`src/rtl/mem_handle_responder_if.sv`:
```
// mem_handle bus between NPORTS initiators and the memory-side responder.
// Per-port fields are packed side by side, port p occupying slice [p*W +: W].
interface mem_handle_responder_if #(
    parameter int NPORTS = 4,
    parameter int ADDR_W = 16,
    parameter int DATA_W = 32
) ();
    logic [NPORTS-1:0]        avail;
    logic [NPORTS-1:0]        r_en;
    logic [NPORTS-1:0]        w_en;
    logic [NPORTS*ADDR_W-1:0] ptr;
    logic [NPORTS*DATA_W-1:0] data_store;
    logic [NPORTS*DATA_W-1:0] data_load;
    logic [NPORTS-1:0]        done;

    modport master (output avail, r_en, w_en, ptr, data_store,
                    input  data_load, done);
    modport slave  (input  avail, r_en, w_en, ptr, data_store,
                    output data_load, done);
endinterface

```
`src/rtl/mem_handle_responder.sv`:
```
// Memory-side responder of the mem_handle protocol: round-robin arbitration of
// NPORTS initiators onto one single-ported synchronous SRAM, one access at a time.
module mem_handle_responder #(
    parameter int NPORTS = 4,
    parameter int ADDR_W = 16,
    parameter int DATA_W = 32,
    parameter int RD_LAT = 1
) (
    input  logic                 clk,
    input  logic                 rst,
    mem_handle_responder_if.slave bus,
    output logic                 sram_en_o,
    output logic                 sram_we_o,
    output logic [ADDR_W-1:0]    sram_addr_o,
    output logic [DATA_W-1:0]    sram_wdata_o,
    input  logic [DATA_W-1:0]    sram_rdata_i,
    output logic                 err_o
);
    localparam int PW = (NPORTS > 1) ? $clog2(NPORTS) : 1;
    localparam int CW = $clog2(RD_LAT + 1);

    typedef enum logic [1:0] {IDLE, ISSUE, WAIT_RD, ACK} state_t;

    state_t                   state_q, state_d;
    logic [PW-1:0]            rr_q, rr_d, gnt_q, gnt_d, pick;
    logic [CW-1:0]            cnt_q, cnt_d;
    logic                     err_q, err_d;
    logic [NPORTS-1:0]        mask_q, elig, done_w;
    logic [NPORTS*DATA_W-1:0] dload_q;
    logic                     found, grant, capture;
    logic                     rd_q, wr_q, legal_rd, legal_wr;
    logic [ADDR_W-1:0]        addr_q;
    logic [DATA_W-1:0]        wdata_q;

    assign legal_rd = rd_q & ~wr_q;
    assign legal_wr = wr_q & ~rd_q;

    // A port acked last cycle sits out one cycle so the others get a look in.
    always_comb begin
        elig  = bus.avail & ~mask_q;
        pick  = '0;
        found = 1'b0;
        for (int i = 0; i < NPORTS; i++) begin
            if (!found && elig[(int'(rr_q) + i) % NPORTS]) begin
                found = 1'b1;
                pick  = PW'((int'(rr_q) + i) % NPORTS);
            end
        end
    end

    always_comb begin
        state_d = state_q;
        rr_d    = rr_q;
        gnt_d   = gnt_q;
        cnt_d   = cnt_q;
        err_d   = err_q;
        grant   = 1'b0;
        capture = 1'b0;
        done_w  = '0;
        case (state_q)
            IDLE: begin
                if (found) begin
                    grant   = 1'b1;
                    gnt_d   = pick;
                    state_d = ISSUE;
                end
            end
            ISSUE: begin
                if (legal_rd) begin
                    cnt_d   = CW'(RD_LAT);
                    state_d = WAIT_RD;
                end else begin
                    if (!legal_wr) err_d = 1'b1;
                    state_d = ACK;
                end
            end
            WAIT_RD: begin
                if (cnt_q == CW'(1)) begin
                    capture = 1'b1;
                    state_d = ACK;
                end else begin
                    cnt_d = cnt_q - CW'(1);
                end
            end
            ACK: begin
                done_w[gnt_q] = 1'b1;
                rr_d    = (int'(gnt_q) == NPORTS - 1) ? '0 : gnt_q + PW'(1);
                state_d = IDLE;
            end
            default: state_d = IDLE;
        endcase
    end

    always_ff @(posedge clk or posedge rst) begin
        if (rst) begin
            state_q <= IDLE;
            rr_q    <= '0;
            gnt_q   <= '0;
            cnt_q   <= '0;
            err_q   <= 1'b0;
            mask_q  <= '0;
            dload_q <= '0;
        end else begin
            state_q <= state_d;
            rr_q    <= rr_d;
            gnt_q   <= gnt_d;
            cnt_q   <= cnt_d;
            err_q   <= err_d;
            mask_q  <= done_w;
            if (capture) dload_q[int'(gnt_q)*DATA_W +: DATA_W] <= sram_rdata_i;
        end
    end

    // Request fields are frozen at grant; later initiator changes are ignored.
    always_ff @(posedge clk) begin
        if (grant) begin
            addr_q  <= bus.ptr[int'(pick)*ADDR_W +: ADDR_W];
            wdata_q <= bus.data_store[int'(pick)*DATA_W +: DATA_W];
            rd_q    <= bus.r_en[pick];
            wr_q    <= bus.w_en[pick];
        end
    end

    assign sram_en_o     = (state_q == ISSUE) & (legal_rd | legal_wr);
    assign sram_we_o     = (state_q == ISSUE) & legal_wr;
    assign sram_addr_o   = sram_en_o ? addr_q : '0;
    assign sram_wdata_o  = sram_we_o ? wdata_q : '0;
    assign err_o         = err_q;
    assign bus.done      = done_w;
    assign bus.data_load = dload_q;
endmodule

```
`src/flat_wrapper.sv`:
```
// flat-port wrapper written by rule: the top's interface ports become plain ports
module mem_handle_responder_flat 
#(
    parameter int NPORTS = 4,
    parameter int ADDR_W = 16,
    parameter int DATA_W = 32,
    parameter int RD_LAT = 1
)
  (clk, rst, sram_en_o, sram_we_o, sram_addr_o, sram_wdata_o, sram_rdata_i, err_o, bus_avail, bus_r_en, bus_w_en, bus_ptr, bus_data_store, bus_data_load, bus_done);
  mem_handle_responder_if #(.NPORTS(NPORTS), .ADDR_W(ADDR_W), .DATA_W(DATA_W)) bus_i ();
  input  logic clk;
  input  logic rst;
  output logic sram_en_o;
  output logic sram_we_o;
  output logic [ADDR_W-1:0] sram_addr_o;
  output logic [DATA_W-1:0] sram_wdata_o;
  input  logic [DATA_W-1:0] sram_rdata_i;
  output logic err_o;
  input wire logic [$bits(bus_i.avail)-1:0] bus_avail;
  input wire logic [$bits(bus_i.r_en)-1:0] bus_r_en;
  input wire logic [$bits(bus_i.w_en)-1:0] bus_w_en;
  input wire logic [$bits(bus_i.ptr)-1:0] bus_ptr;
  input wire logic [$bits(bus_i.data_store)-1:0] bus_data_store;
  output wire logic [$bits(bus_i.data_load)-1:0] bus_data_load;
  output wire logic [$bits(bus_i.done)-1:0] bus_done;
  assign bus_i.avail = bus_avail;
  assign bus_i.r_en = bus_r_en;
  assign bus_i.w_en = bus_w_en;
  assign bus_i.ptr = bus_ptr;
  assign bus_i.data_store = bus_data_store;
  assign bus_data_load = bus_i.data_load;
  assign bus_done = bus_i.done;
  mem_handle_responder #(.NPORTS(NPORTS), .ADDR_W(ADDR_W), .DATA_W(DATA_W), .RD_LAT(RD_LAT)) u_core (.clk(clk), .rst(rst), .bus(bus_i), .sram_en_o(sram_en_o), .sram_we_o(sram_we_o), .sram_addr_o(sram_addr_o), .sram_wdata_o(sram_wdata_o), .sram_rdata_i(sram_rdata_i), .err_o(err_o));
endmodule
```
`config.mk`:
```
export PLATFORM = sky130hd
export DESIGN_NAME = mem_handle_responder_flat
export DESIGN_NICKNAME = d
export VERILOG_FILES = /design/src/rtl/mem_handle_responder_if.sv /design/src/rtl/mem_handle_responder.sv /design/src/flat_wrapper.sv
export SDC_FILE = /design/constraint.sdc
export NUM_CORES = 1
export LEC_CHECK = 0
export ABC_CLOCK_PERIOD_IN_PS = 14500
export CAP_MARGIN = 20
export CORE_AREA = 5 5 162 164
export DETAILED_ROUTE_END_ITERATION = 10
export DIE_AREA = 0 0 167 169
export PLACE_DENSITY_LB_ADDON = 0.1
export SYNTH_ARGS = -nofsm -noshare
export SYNTH_HDL_FRONTEND = slang
export SYNTH_SLANG_ARGS = --single-unit
```
`constraint.sdc`:
```
create_clock -name clk -period 14.5 [get_ports clk]
set_input_delay 2.9 -clock clk [delete_from_list [all_inputs] [get_ports clk]]
set_output_delay 2.9 -clock clk [all_outputs]
set_load 0.1 [all_outputs]
```
==> results.toml <==
[global_route]
grt_pass1_wl_microns = 55200
grt.total_usage = 0.251
grt_pass1_vias = 8601
grtUsageMet3 = 0.0768
antenna_found_initial = 6
grt-ovfl-total = 0
gr-max-usage-layer = "met2"
grt.met2_usage = 0.395
use_met1 = 0.330
grt_max_degree = 76

[cts]
cts_hold_buf = 0
tritoncts = "done"
cts_resized = 0
post-cts-setup-buffers = 0
h-tree-depth = 4
clock-sinks = 190
cts_max_path_buffers = 2
cts_buffers = 17
cts.clk_slew.worst_paths_ps = 70
cts_root_buf = "clkbuf_16"
insertion_delay_ps = 440

[final_layout]
final_cell_mix = "clkdlybuf4s50_1, dfrtp_1, nand4_1"
drive_gt1_frac = 0.104
post-route-cell-area_sq_um = 14200
num-nets-final = 1410
syn2layout_area_growth_pct = 55.8
fin_util = 0.573
mostFrequentLayoutCell = "clkdlybuf4s50_1"
final_cell_count_no_fill = 1506

[yosys]
syn_area_sq_um = 9090
seq_area_frac_synth = 0.550
synth_area_leaders = "dfrtp_1, edfxtp_1, a22o_1"
synth.net_count = 1036
synth_top_flop_cell = "dfrtp_1"
ys_async_sr_fraction = 0.737
yosys.area.top_type = "dfrtp_1"
synth_seq_cells = 190
synthCells = 784
synth_top_area_frac = 0.385
synth_edf_count = 50
ys_types = 43
syn_avg_cell_area_sq_um = 11.6
yosysWarnings = 0

[worst_setup_path]
critPathSlowestCell = "clkdlybuf4s50_1"
cp_max_fo = 37
arrival_ps = 3530
required_ps = 11600
critical_path_buf_inv_count = 3
cp_cell_sequence = "inv_1, ha_1, buf_4, nor2b_1, and2_1, clkdlybuf4s50_1"
crit_family = "buffers and inverters"
cp-start-kind = "flop"
cpPeakStageDelay_ps = 1130
crit_type = "flop to output pin"
endpoint_kind = "output pin"

[pwr]
max-vdd-ir-drop_v = 0.000177
p_leak_nw = 5.88
cellPowerDensity_nw_per_um2 = 256
total_power_mw = 3.63

[placed_design]
placed_area_sq_um = 13500
gp_congestion = 0.926
io_buffers = 420
dp_hpwl_microns = 25000
dpl.cell_count = 1469

[detailed_routing]
avgRoutedWirePerCell_microns = 24.4
drt-total-wl_microns = 36800
routed_via_density = 5.63
drt_pass1_iterations = 5
drt-initial-drc-count = 747
drc = 0
ant_nets = 0
num_vias = 8474

[sta]
finalHoldViolations = 0
min_period_over_period = 0.444
finalSetupTns_ps = 0
finalMaxSlewViolations = 0
setup_viol = 0
fmax_mhz = 155
rsz0062_at_grt = "false"
worstMarginPinSlew_ps = 1070
slew_headroom = 0.287
clock_skew_ps = 18.2
min_period_ps = 6430

[floorplanning]
io_pins = 421
num_rows = 58
die_area_sq_um = 28200
die_w_microns = 167
start_util = 0.368
die_h_microns = 169
core_area_sq_um = 24700

[job]
drv_cap = 0

[run_status]
run_status = "finished clean"

[hold_path]
hp-class = "flop to flop"
-- registers in the layout, indices dropped and copies added (netlist names) --
name / cells
u_core.rd_q: 1
u_core.err_o: 1
u_core.mask_q: 4
u_core.wdata_q: 32
u_core.cnt_q: 1
u_core.rr_q: 2
u_core.gnt_q: 2
u_core.bus.data_load: 128
u_core.wr_q: 1
u_core.addr_q: 16
u_core.state_q: 2
-- power breakdown --
group	switching, mW	internal [mW]	total, mW
Sequential	0.115	0.777	0.892
Combinational	1.68	0.558	2.24
Clock	0.246	0.248	0.494
-- synthesized netlist by cell type, types with 2 or more instances --
cell type and count:
buf_6 9, o2111ai_1 50, nor2b_1 4, a22o_2 51
inv_1 61, buf_4 3, nand2_1 4, ha_1 14
edfxtp_1 50, a21o_1 2, nor4_4 3, nor3b_1 4
and2_1 21, nand4_1 100, o31ai_1 2, dfrtp_1 140
nand3_1 53, buf_2 20, nor2_1 2, o22ai_1 3
clkbuf_1 48, nand2b_1 5, o21ai_1 2, mux2_2 3
a22o_1 77, o21ai_0 4, and3_1 32, a21oi_1 2
-- layout make-up --
class                      count  area, sq um
multi-input combinational    452         3540
clock buffer                  18          450
inverter                      61          234
clock inverter                14          188
fill                        2119        10600
timing repair buffer         436         4320
tap                          330          413
sequential                   190         5000
antenna                        5         12.5
-- metal layers --
metal / part of all wire / vias to the layer above
met2: 0.47 / 434
met1: 0.41 / 4176
met3: 0.086 / 60
li1: - / 3802
met5: 0.00033 / -
met4: 0.029 / 2
-- path summary, 6_finish.rpt --
check	from	slack (ps)	to	cells past startpoint
max	u_core.state_q[1]	8070	sram_addr_o[5]	6
min in group asynchronous	rst	2930	u_core.bus.data_load[24]	2
max in group asynchronous	rst	10230	u_core.bus.data_load[44]	3
min	u_core.err_o	480	u_core.err_o	1
max reg2reg	u_core.gnt_q[0]	11480	u_core.bus.data_load[12]	6
min reg2reg	u_core.err_o	480	u_core.err_o	1
-- per-stage QoR --
step           hold WS, ps  setup WS, ps
2_1_floorplan          537          7850
3_3_place_gp           449          8650
3_5_place_dp           461          8470
4_1_cts                477          8010
5_1_grt                504          7880
6_report               478          8070
-- logic make-up (layout without fill, tap and decap cells) --
family,after synthesis,count (layout),share of synthesized area
fa+ha+maj,14,14,0.0193
mux,3,3,0.00371
other cells,0,5,0
compound gates,200,200,0.196
flops,190,190,0.550
buf+inv,142,529,0.0700
simple gates,235,235,0.161
(Power assumes the default switching activity.)
